===== src/rtl/mux2_port_arbiter.sv =====
// Round-robin arbiter that shares one datapath port between two requesters.
// A grant is held until res_done or a watchdog abort, and every output is registered.
module mux2_port_arbiter #(
   parameter int BUS_BITS = 64,
   parameter int TIMEOUT  = 16
) (
   input  logic                clk,
   input  logic                reset,
   input  logic                req0,
   input  logic [BUS_BITS-1:0] data0,
   input  logic                req1,
   input  logic [BUS_BITS-1:0] data1,
   input  logic                res_done,
   output logic                gnt0,
   output logic                gnt1,
   output logic                mux_sel,
   output logic                res_valid,
   output logic [BUS_BITS-1:0] res_data,
   output logic                busy,
   output logic                timeout
);

   typedef enum logic {ST_IDLE = 1'b0, ST_BUSY = 1'b1} state_t;

   localparam logic [7:0] WD_LAST = 8'(TIMEOUT - 1);

   state_t              state_q;
   logic                owner_q;
   logic                last_grant_q;
   logic [7:0]          wd_cnt_q;
   logic                gnt0_q;
   logic                gnt1_q;
   logic                mux_sel_q;
   logic                res_valid_q;
   logic                busy_q;
   logic                timeout_q;
   logic [BUS_BITS-1:0] res_data_q;

   logic                win_any_d;
   logic                winner_d;
   logic [BUS_BITS-1:0] win_data_d;
   logic                wd_expired_d;
   logic [7:0]          wd_cnt_d;

   // A tie goes to whichever requester did not hold the port last.
   always_comb begin
      win_any_d    = req0 | req1;
      winner_d     = (req0 & req1) ? ~last_grant_q : req1;
      win_data_d   = winner_d ? data1 : data0;
      wd_expired_d = (wd_cnt_q == WD_LAST);
      wd_cnt_d     = wd_cnt_q + 8'd1;
   end

   always_ff @(posedge clk) begin
      if (reset) begin
         state_q      <= ST_IDLE;
         owner_q      <= 1'b0;
         last_grant_q <= 1'b1;
         wd_cnt_q     <= 8'd0;
         gnt0_q       <= 1'b0;
         gnt1_q       <= 1'b0;
         mux_sel_q    <= 1'b0;
         res_valid_q  <= 1'b0;
         busy_q       <= 1'b0;
         timeout_q    <= 1'b0;
         res_data_q   <= '0;
      end else begin
         res_valid_q <= 1'b0;
         timeout_q   <= 1'b0;
         case (state_q)
            ST_IDLE: begin
               if (win_any_d) begin
                  state_q     <= ST_BUSY;
                  owner_q     <= winner_d;
                  gnt0_q      <= ~winner_d;
                  gnt1_q      <= winner_d;
                  mux_sel_q   <= winner_d;
                  busy_q      <= 1'b1;
                  res_valid_q <= 1'b1;
                  res_data_q  <= win_data_d;
                  wd_cnt_q    <= 8'd0;
               end
            end
            ST_BUSY: begin
               // Completion takes priority over a watchdog expiring on the same edge.
               if (res_done || wd_expired_d) begin
                  state_q      <= ST_IDLE;
                  gnt0_q       <= 1'b0;
                  gnt1_q       <= 1'b0;
                  busy_q       <= 1'b0;
                  last_grant_q <= owner_q;
                  timeout_q    <= ~res_done;
               end else begin
                  wd_cnt_q <= wd_cnt_d;
               end
            end
            default: state_q <= ST_IDLE;
         endcase
      end
   end

   assign gnt0      = gnt0_q;
   assign gnt1      = gnt1_q;
   assign mux_sel   = mux_sel_q;
   assign res_valid = res_valid_q;
   assign res_data  = res_data_q;
   assign busy      = busy_q;
   assign timeout   = timeout_q;

endmodule


===== config.mk =====
export PLATFORM = sky130hd
export DESIGN_NAME = mux2_port_arbiter
export DESIGN_NICKNAME = d
export VERILOG_FILES = /design/src/rtl/mux2_port_arbiter.sv
export SDC_FILE = /design/constraint.sdc
export NUM_CORES = 1
export LEC_CHECK = 0
export CORE_MARGIN = 2
export CORE_UTILIZATION = 41
export DETAILED_ROUTE_END_ITERATION = 8
export PLACE_DENSITY = 0.95
export SYNTH_ARGS = -nofsm -noshare
export SYNTH_HDL_FRONTEND = slang
export SYNTH_SLANG_ARGS = --single-unit
export TNS_END_PERCENT = 1

===== constraint.sdc =====
create_clock -name clk -period 3.5 [get_ports clk]
set_clock_uncertainty 0.05 [all_clocks]
set_input_delay 0.875 -clock clk [delete_from_list [all_inputs] [get_ports clk]]
set_output_delay 0.875 -clock clk [all_outputs]
set_load 0.05 [all_outputs]

==> flow_results.xml, run 1 <==
<?xml version="1.0" encoding="UTF-8"?>
<metrics>
  <group name="worst_setup_path">
    <metric name="cp_num_cells" unit="">1</metric>
    <metric name="path_max_fanout" unit="">3</metric>
    <metric name="setup.worst_path.start_class" unit="">flip-flop</metric>
    <metric name="criticalPathCategory" unit="">flip-flop to output port</metric>
    <metric name="cp_slowest_cell" unit="">sky130_fd_sc_hd__clkdlybuf4s50_1</metric>
    <metric name="worst_r2r_path_depth" unit="">5</metric>
    <metric name="critical-path-max-stage-delay" unit="ps">830</metric>
    <metric name="path_cells" unit="">clkdlybuf4s50_1</metric>
    <metric name="critical-path-top-delay-family" unit="">buffers and inverters</metric>
    <metric name="cp_data_arrival_time" unit="ps">1550</metric>
    <metric name="buffers_inverters_on_critical_path" unit="">1</metric>
    <metric name="end_kind" unit="">output port</metric>
    <metric name="worst_ep_required_time" unit="ps">2570</metric>
  </group>
  <group name="layout">
    <metric name="synthToLayoutAreaGrowth" unit="%">66.32</metric>
    <metric name="nNetsFinal" unit="">689</metric>
    <metric name="fill_cells" unit="">638</metric>
    <metric name="layout-drive-gt1-share" unit="%">5.893</metric>
    <metric name="post_route_design_area" unit="mm²">0.005883</metric>
    <metric name="postLayoutCoreUtil" unit="%">70.89</metric>
    <metric name="n_antenna_cell" unit="">0</metric>
  </group>
  <group name="global_routing">
    <metric name="grtUsageMet3" unit="%">6.431</metric>
    <metric name="globalRoute.totalOverflow" unit="">0</metric>
    <metric name="grt_pass1_vias" unit="">3695</metric>
    <metric name="antenna_violations_before_repair" unit="">0</metric>
    <metric name="groute.layer.met2.usage" unit="%">39.42</metric>
    <metric name="grt_util_all_layers" unit="%">21.74</metric>
    <metric name="grt_pass1_wl" unit="µm">16880</metric>
    <metric name="globalRouteMet1Util" unit="%">23.15</metric>
    <metric name="pin_count_of_the_biggest_net_entering_global_routing" unit="">55</metric>
    <metric name="globalRoute.busiestLayer" unit="">met2</metric>
  </group>
  <group name="timing">
    <metric name="slew_viol_final" unit="">0</metric>
    <metric name="minimum_clock_period_after_layout" unit="ps">2473</metric>
    <metric name="final_min_period_over_clock_period" unit="%">70.64</metric>
    <metric name="hold_violations" unit="">0</metric>
    <metric name="tightestPinTransition" unit="ps">939.9</metric>
    <metric name="maxSlewHeadroom" unit="%">37.34</metric>
    <metric name="max_clock_freq" unit="MHz">404.4</metric>
    <metric name="grt_setup_unrepaired" unit="">false</metric>
    <metric name="tns" unit="ps">0</metric>
    <metric name="minimum_setup_slack_in_the_final_design" unit="ps">1027</metric>
    <metric name="setup_viol" unit="">0</metric>
  </group>
  <group name="detailed_routing">
    <metric name="detail-route-antenna-nets" unit="">0</metric>
    <metric name="detail_route.drc_violations" unit="">0</metric>
    <metric name="drt-pass1-iter-count" unit="">4</metric>
    <metric name="final_routed_wirelength" unit="µm">10420</metric>
    <metric name="routed-via-count" unit="">3541</metric>
    <metric name="drt-initial-drc-count" unit="">110</metric>
    <metric name="wl_per_cell" unit="µm">15.66</metric>
    <metric name="vias_per_cell" unit="">5.325</metric>
  </group>
  <group name="logic_synthesis">
    <metric name="portion_of_synthesized_cell_area_occupied_by_the_leading_cell_type" unit="%">45.28</metric>
    <metric name="yosys.area.top_type" unit="">sky130_fd_sc_hd__dfxtp_1</metric>
    <metric name="netlist_area_pre_place" unit="mm²">0.003537</metric>
    <metric name="ys.warnings.count" unit="">0</metric>
    <metric name="syn-num-nets" unit="">502</metric>
    <metric name="yosys_register_bits" unit="">80</metric>
    <metric name="synth_commonest_cells" unit="">80 x sky130_fd_sc_hd__dfxtp_1, 72 x sky130_fd_sc_hd__nor2_1, 66 x sky130_fd_sc_hd__mux2i_1</metric>
    <metric name="synth_area_leaders" unit="">sky130_fd_sc_hd__dfxtp_1 45%, sky130_fd_sc_hd__mux2i_1 19%, sky130_fd_sc_hd__a211oi_1 14%</metric>
    <metric name="synth-seq-area-share" unit="%">45.28</metric>
    <metric name="syn-instance-count" unit="">368</metric>
    <metric name="synth.avg_cell_area" unit="µm²">9.612</metric>
    <metric name="synth_cell_type_count" unit="">39</metric>
    <metric name="synth_flop_cell" unit="">sky130_fd_sc_hd__dfxtp_1</metric>
    <metric name="postSynth.asyncResetShare" unit="%">0</metric>
    <metric name="post-synth-top-count-cell" unit="">sky130_fd_sc_hd__dfxtp_1</metric>
    <metric name="synth_edf_count" unit="">0</metric>
  </group>
  <group name="worst_hold_path">
    <metric name="min_delay_path_depth" unit="">2</metric>
    <metric name="worst_hold_path_type" unit="">flip-flop to flip-flop</metric>
  </group>
  <group name="cts">
    <metric name="cts-buffers-inserted" unit="">9</metric>
    <metric name="ctsHtreeMaxLevel" unit="">3</metric>
    <metric name="cts_repair_resize_count" unit="">0</metric>
    <metric name="clkSlewWorstSetupHoldPaths" unit="ps">80</metric>
    <metric name="clock_sinks" unit="">80</metric>
    <metric name="postCtsHoldBufs" unit="">0</metric>
    <metric name="tritoncts" unit="">yes</metric>
    <metric name="clk_latency" unit="ps">340</metric>
    <metric name="clock_tree_buffer_depth" unit="">2</metric>
    <metric name="cts_setup_buffers" unit="">0</metric>
    <metric name="clock-root-buffer" unit="">sky130_fd_sc_hd__clkbuf_8</metric>
  </group>
  <group name="place">
    <metric name="dp_hpwl" unit="µm">8056</metric>
    <metric name="portBuffers" unit="">202</metric>
    <metric name="placedInstanceArea" unit="mm²">0.005630</metric>
    <metric name="post-place-ws" unit="ps">745.7</metric>
    <metric name="routabilityCongestion" unit="">0.8176</metric>
  </group>
  <group name="floorplanning">
    <metric name="die-width" unit="µm">96.88</metric>
    <metric name="ios" unit="">203</metric>
    <metric name="fp.dieH" unit="µm">96.88</metric>
    <metric name="starting_density" unit="%">42.62</metric>
    <metric name="core_region_area" unit="mm²">0.008299</metric>
    <metric name="core.rowCount" unit="">33</metric>
    <metric name="floorplan.die_area" unit="mm²">0.009386</metric>
  </group>
  <group name="pwr">
    <metric name="static-leakage-power" unit="nW">2.193</metric>
    <metric name="p_per_area" unit="mW/mm²">469.9</metric>
    <metric name="power.ir.vdd_worst" unit="mV">0.2695</metric>
    <metric name="design_power_total" unit="mW">2.764</metric>
  </group>
  <group name="flow_run">
    <metric name="cap_violations" unit="">0</metric>
  </group>
  <group name="run_status">
    <metric name="run_status" unit="">finished, final reports clean</metric>
  </group>
</metrics>
[logic make-up after synthesis]
logic type	synth area share [%]
AOI/OAI and AO/OA	17.90
adders and majority gates	0.3537
buffers and inverters	4.634
DFF	45.28
muxes	18.68
and+or+nand+nor	13.16
[state kept, by name, summed over array words and instances (netlist names)]
register      cells
last_grant_q      1
res_valid         1
gnt1              1
busy              1
timeout           1
state_q           1
gnt0              1
mux_sel           1
wd_cnt_q          8
res_data         64
[area by class of cell]
class	count	area, µm²	share of cell area (%)
well taps	105	131.4	2.233
repair buffers	209	2107	35.81
flip-flops and latches	80	1602	27.22
clock inverters	6	115.1	1.957
multi-input cells	254	1787	30.37
inverters	1	3.754	0.06380
clock buffers	10	137.6	2.339
[path summary, 6_finish.rpt]
check	start	endpoint	slack [ps]
worst min-delay path	wd_cnt_q[1]	wd_cnt_q[1]	440
worst max register to register	wd_cnt_q[0]	wd_cnt_q[7]	1780
worst min register to register	wd_cnt_q[1]	wd_cnt_q[1]	440
worst max-delay path	mux_sel	mux_sel	1030
[cells in the final DEF (no fill, tap or decap), types with 4 or more instances in the layout]
master / count
sky130_fd_sc_hd__a211oi_1: 64
sky130_fd_sc_hd__dfxtp_1: 80
sky130_fd_sc_hd__nor2_1: 71
sky130_fd_sc_hd__nand4b_1: 7
sky130_fd_sc_hd__nand3_1: 4
sky130_fd_sc_hd__buf_4: 4
sky130_fd_sc_hd__clkbuf_8: 10
sky130_fd_sc_hd__a21oi_1: 8
sky130_fd_sc_hd__nand2_1: 5
sky130_fd_sc_hd__clkdlybuf4s50_1: 201
sky130_fd_sc_hd__mux2i_1: 66
[layer usage]
layer	up-vias	share of wire (%)
met5	-	0
met3	28	7.2
met4	0	2.9
met2	146	52
met1	1641	38
li1	1726	-
[worst min-delay path: cells and delay by family, from the launching register on]
| kind | cells | cell delay (ps) |
|---|---|---|
| DFF | 1 | 330 |
| and+or+nand+nor | 1 | 60 |
| AOI/OAI and AO/OA | 1 | 60 |
[where the power goes]
part | internal [mW] | switching, mW | total (mW) | leakage (nW)
clock network | 0.497 | 0.340 | 0.837 | 0.123
logic | 0.376 | 0.509 | 0.885 | 1.41
registers | 0.995 | 0.0476 | 1.04 | 0.663
[per-stage QoR]
stage	cells	hold slack, ps
2_1_floorplan	368	410.3
3_3_place_gp	649	412.7
3_5_place_dp	649	419.6
4_1_cts	665	434.1
5_1_grt	665	476.0
6_report	665	442.7
(Power assumes the default switching activity.)
==> run 2, diff against run 1 <==
CORE_UTILIZATION = 35   (was 41)
PLACE_DENSITY = 0.9   (was 0.95)
clock period = 2.1 ns   (was 3.5 ns; I/O delays follow)
==> run 2 against run 1 <==
Worst hold slack worse by 9.2 ps. Critical path depth unchanged. First-iteration DRC count is 22% lower. Non-clock buffer count rose by 2. Critical path type unchanged. Critical endpoint is now res_valid. Highest routed layer unchanged.
==> flow_results.xml, run 2 (synthesis gave the netlist of run 1 again) <==
<?xml version="1.0" encoding="UTF-8"?>
<metrics>
  <group name="run_status">
    <metric name="run_status" unit="">finished, final reports clean</metric>
  </group>
  <group name="layout">
    <metric name="layout.cells.most_common" unit="">sky130_fd_sc_hd__clkdlybuf4s50_1</metric>
    <metric name="fill_cells" unit="">837</metric>
    <metric name="synthToLayoutAreaGrowth" unit="%">66.40</metric>
    <metric name="largest_register_ff_count" unit="">64</metric>
    <metric name="most-common-layout-cells" unit="">139 x sky130_fd_sc_hd__clkdlybuf4s50_1, 80 x sky130_fd_sc_hd__dfxtp_1, 71 x sky130_fd_sc_hd__nor2_1, 66 x sky130_fd_sc_hd__mux2i_1, 64 x sky130_fd_sc_hd__a211oi_1</metric>
    <metric name="post_route_design_area" unit="mm²">0.005886</metric>
    <metric name="layout-drive-gt1-share" unit="%">8.541</metric>
    <metric name="nNetsFinal" unit="">691</metric>
    <metric name="n_antenna_cell" unit="">0</metric>
  </group>
  <group name="global_routing">
    <metric name="grt_util_all_layers" unit="%">19.17</metric>
    <metric name="pin_count_of_the_biggest_net_entering_global_routing" unit="">86</metric>
    <metric name="grt_pass1_vias" unit="">3558</metric>
    <metric name="antenna_violations_before_repair" unit="">0</metric>
    <metric name="grt_pass1_wl" unit="µm">17060</metric>
    <metric name="globalRoute.totalOverflow" unit="">0</metric>
  </group>
  <group name="detailed_routing">
    <metric name="drt-initial-drc-count" unit="">86</metric>
    <metric name="routed-via-count" unit="">3498</metric>
    <metric name="wl_per_cell" unit="µm">15.13</metric>
    <metric name="vias_per_cell" unit="">5.033</metric>
    <metric name="detail-route-antenna-nets" unit="">0</metric>
    <metric name="drt-pass1-iter-count" unit="">4</metric>
    <metric name="detail_route.drc_violations" unit="">0</metric>
    <metric name="final_routed_wirelength" unit="µm">10520</metric>
  </group>
  <group name="cts">
    <metric name="clock-root-buffer" unit="">sky130_fd_sc_hd__clkbuf_8</metric>
    <metric name="tritoncts" unit="">yes</metric>
    <metric name="postCtsHoldBufs" unit="">0</metric>
    <metric name="ctsHtreeMaxLevel" unit="">3</metric>
    <metric name="clock_sinks" unit="">80</metric>
    <metric name="clk_latency" unit="ps">340</metric>
    <metric name="cts_repair_resize_count" unit="">22</metric>
    <metric name="cts-buffers-inserted" unit="">9</metric>
    <metric name="clock_tree_buffer_depth" unit="">2</metric>
    <metric name="cts_setup_buffers" unit="">0</metric>
    <metric name="clkSlewWorstSetupHoldPaths" unit="ps">80</metric>
  </group>
  <group name="pwr">
    <metric name="cell_internal_pwr" unit="mW">2.700</metric>
    <metric name="power.sequential.fraction" unit="%">41.6</metric>
    <metric name="static-leakage-power" unit="nW">2.650</metric>
    <metric name="pwr-share-clk" unit="%">24.0</metric>
    <metric name="combinationalPowerShare" unit="%">34.4</metric>
    <metric name="total_switching_power" unit="mW">1.468</metric>
    <metric name="power.ir.vdd_worst" unit="mV">0.3664</metric>
    <metric name="p_per_area" unit="mW/mm²">708.2</metric>
    <metric name="power.switching_fraction" unit="%">35.22</metric>
  </group>
  <group name="floorplanning">
    <metric name="ios" unit="">203</metric>
    <metric name="floorplan.die_area" unit="mm²">0.01093</metric>
    <metric name="fp.dieH" unit="µm">104.5</metric>
    <metric name="starting_density" unit="%">36.19</metric>
    <metric name="die-width" unit="µm">104.5</metric>
    <metric name="core.rowCount" unit="">36</metric>
    <metric name="core_region_area" unit="mm²">0.009774</metric>
  </group>
  <group name="place">
    <metric name="placedInstanceArea" unit="mm²">0.005673</metric>
    <metric name="portBuffers" unit="">202</metric>
    <metric name="routabilityCongestion" unit="">0.8441</metric>
    <metric name="dp_hpwl" unit="µm">7841</metric>
  </group>
  <group name="worst_setup_path">
    <metric name="end_kind" unit="">output port</metric>
    <metric name="setup.worst_path.start_class" unit="">flip-flop</metric>
    <metric name="worst_ep_required_time" unit="ps">1520</metric>
    <metric name="criticalPathCategory" unit="">flip-flop to output port</metric>
    <metric name="critical-path-max-stage-delay" unit="ps">800</metric>
    <metric name="critical-path-top-delay-family" unit="">buffers and inverters</metric>
    <metric name="path_max_fanout" unit="">1</metric>
    <metric name="cp_data_arrival_time" unit="ps">1490</metric>
    <metric name="cp_slowest_cell" unit="">sky130_fd_sc_hd__clkdlybuf4s50_1</metric>
    <metric name="buffers_inverters_on_critical_path" unit="">1</metric>
    <metric name="path_cells" unit="">clkdlybuf4s50_1</metric>
  </group>
  <group name="flow_run">
    <metric name="cap_violations" unit="">0</metric>
  </group>
  <group name="timing">
    <metric name="minimum_clock_period_after_layout" unit="ps">2061</metric>
    <metric name="tns" unit="ps">0</metric>
    <metric name="hold_violations" unit="">0</metric>
    <metric name="maxSlewHeadroom" unit="%">64.58</metric>
    <metric name="tightestPinTransition" unit="ps">530.5</metric>
    <metric name="max_clock_freq" unit="MHz">485.3</metric>
    <metric name="setup_viol" unit="">0</metric>
    <metric name="grt_setup_unrepaired" unit="">false</metric>
    <metric name="final_min_period_over_clock_period" unit="%">98.13</metric>
    <metric name="slew_viol_final" unit="">0</metric>
  </group>
  <group name="worst_hold_path">
    <metric name="worst_hold_path_type" unit="">flip-flop to flip-flop</metric>
  </group>
</metrics>
==> run 2: tightest hold or removal path: cells and delay by family, from the launching register on <==
| family | cells | cell delay [ps] |
|---|---|---|
| DFF | 1 | 310 |
| AOI/OAI and AO/OA | 2 | 120 |
==> run 2: power by group through the flow <==
| stage | clock network (mW) | logic, mW | registers, mW |
|---|---|---|---|
| global route | 1.11 | 1.51 | 1.75 |
| finish | 1.00 | 1.43 | 1.73 |
| floorplan | 0 | 0.388 | 2.24 |
| global placement | 0 | 1.44 | 1.77 |
| CTS | 1.04 | 1.45 | 1.74 |
| detailed placement | 0 | 1.47 | 1.77 |
==> run 2: metrics by stage <==
stage	util [%]	std cells	total power, mW	setup slack [ps]	hold WS [ps]
3_3_place_gp	58.04	679	3.210	6.807	419.8
3_5_place_dp	58.04	679	3.245	-40.57	427.4
6_report	60.22	695	4.168	39.32	433.5
5_1_grt	60.22	695	4.377	0.4388	459.0
2_1_floorplan	-	368	2.627	425.7	410.3
4_1_cts	59.52	695	4.228	1.014	434.9
==> run 2: per-layer routing <==
| metal | GRT usage, % | vias up | share of wire [%] | wire length, µm |
|---|---|---|---|---|
| met5 | 0 | - | 0 | 0 |
| met4 | 8.301 | 0 | 2.0 | 213 |
| li1 | - | 1737 | - | - |
| met2 | 35.25 | 138 | 53 | 5554 |
| met1 | 20.75 | 1604 | 38 | 4046 |
| met3 | 4.679 | 19 | 6.7 | 700 |
==> run 2: cell type report <==
type	instances	area [µm²]	area share [%]
clock inverters	6	35.03	0.5952
clock buffers	10	137.6	2.338
inverters	1	3.754	0.06378
well taps	133	166.4	2.827
multi-input cells	254	1787	30.36
flip-flops and latches	80	1602	27.21
repair buffers	211	2155	36.61
==> run 2: final timing paths <==
path / end / from / slack (ps) / depth (start not counted)
setup / recovery: res_valid / res_valid / 40 / 1
hold / removal: busy / busy / 430 / 2
setup reg to reg: wd_cnt_q[7] / wd_cnt_q[0] / 370 / 5
hold reg to reg: busy / busy / 430 / 2
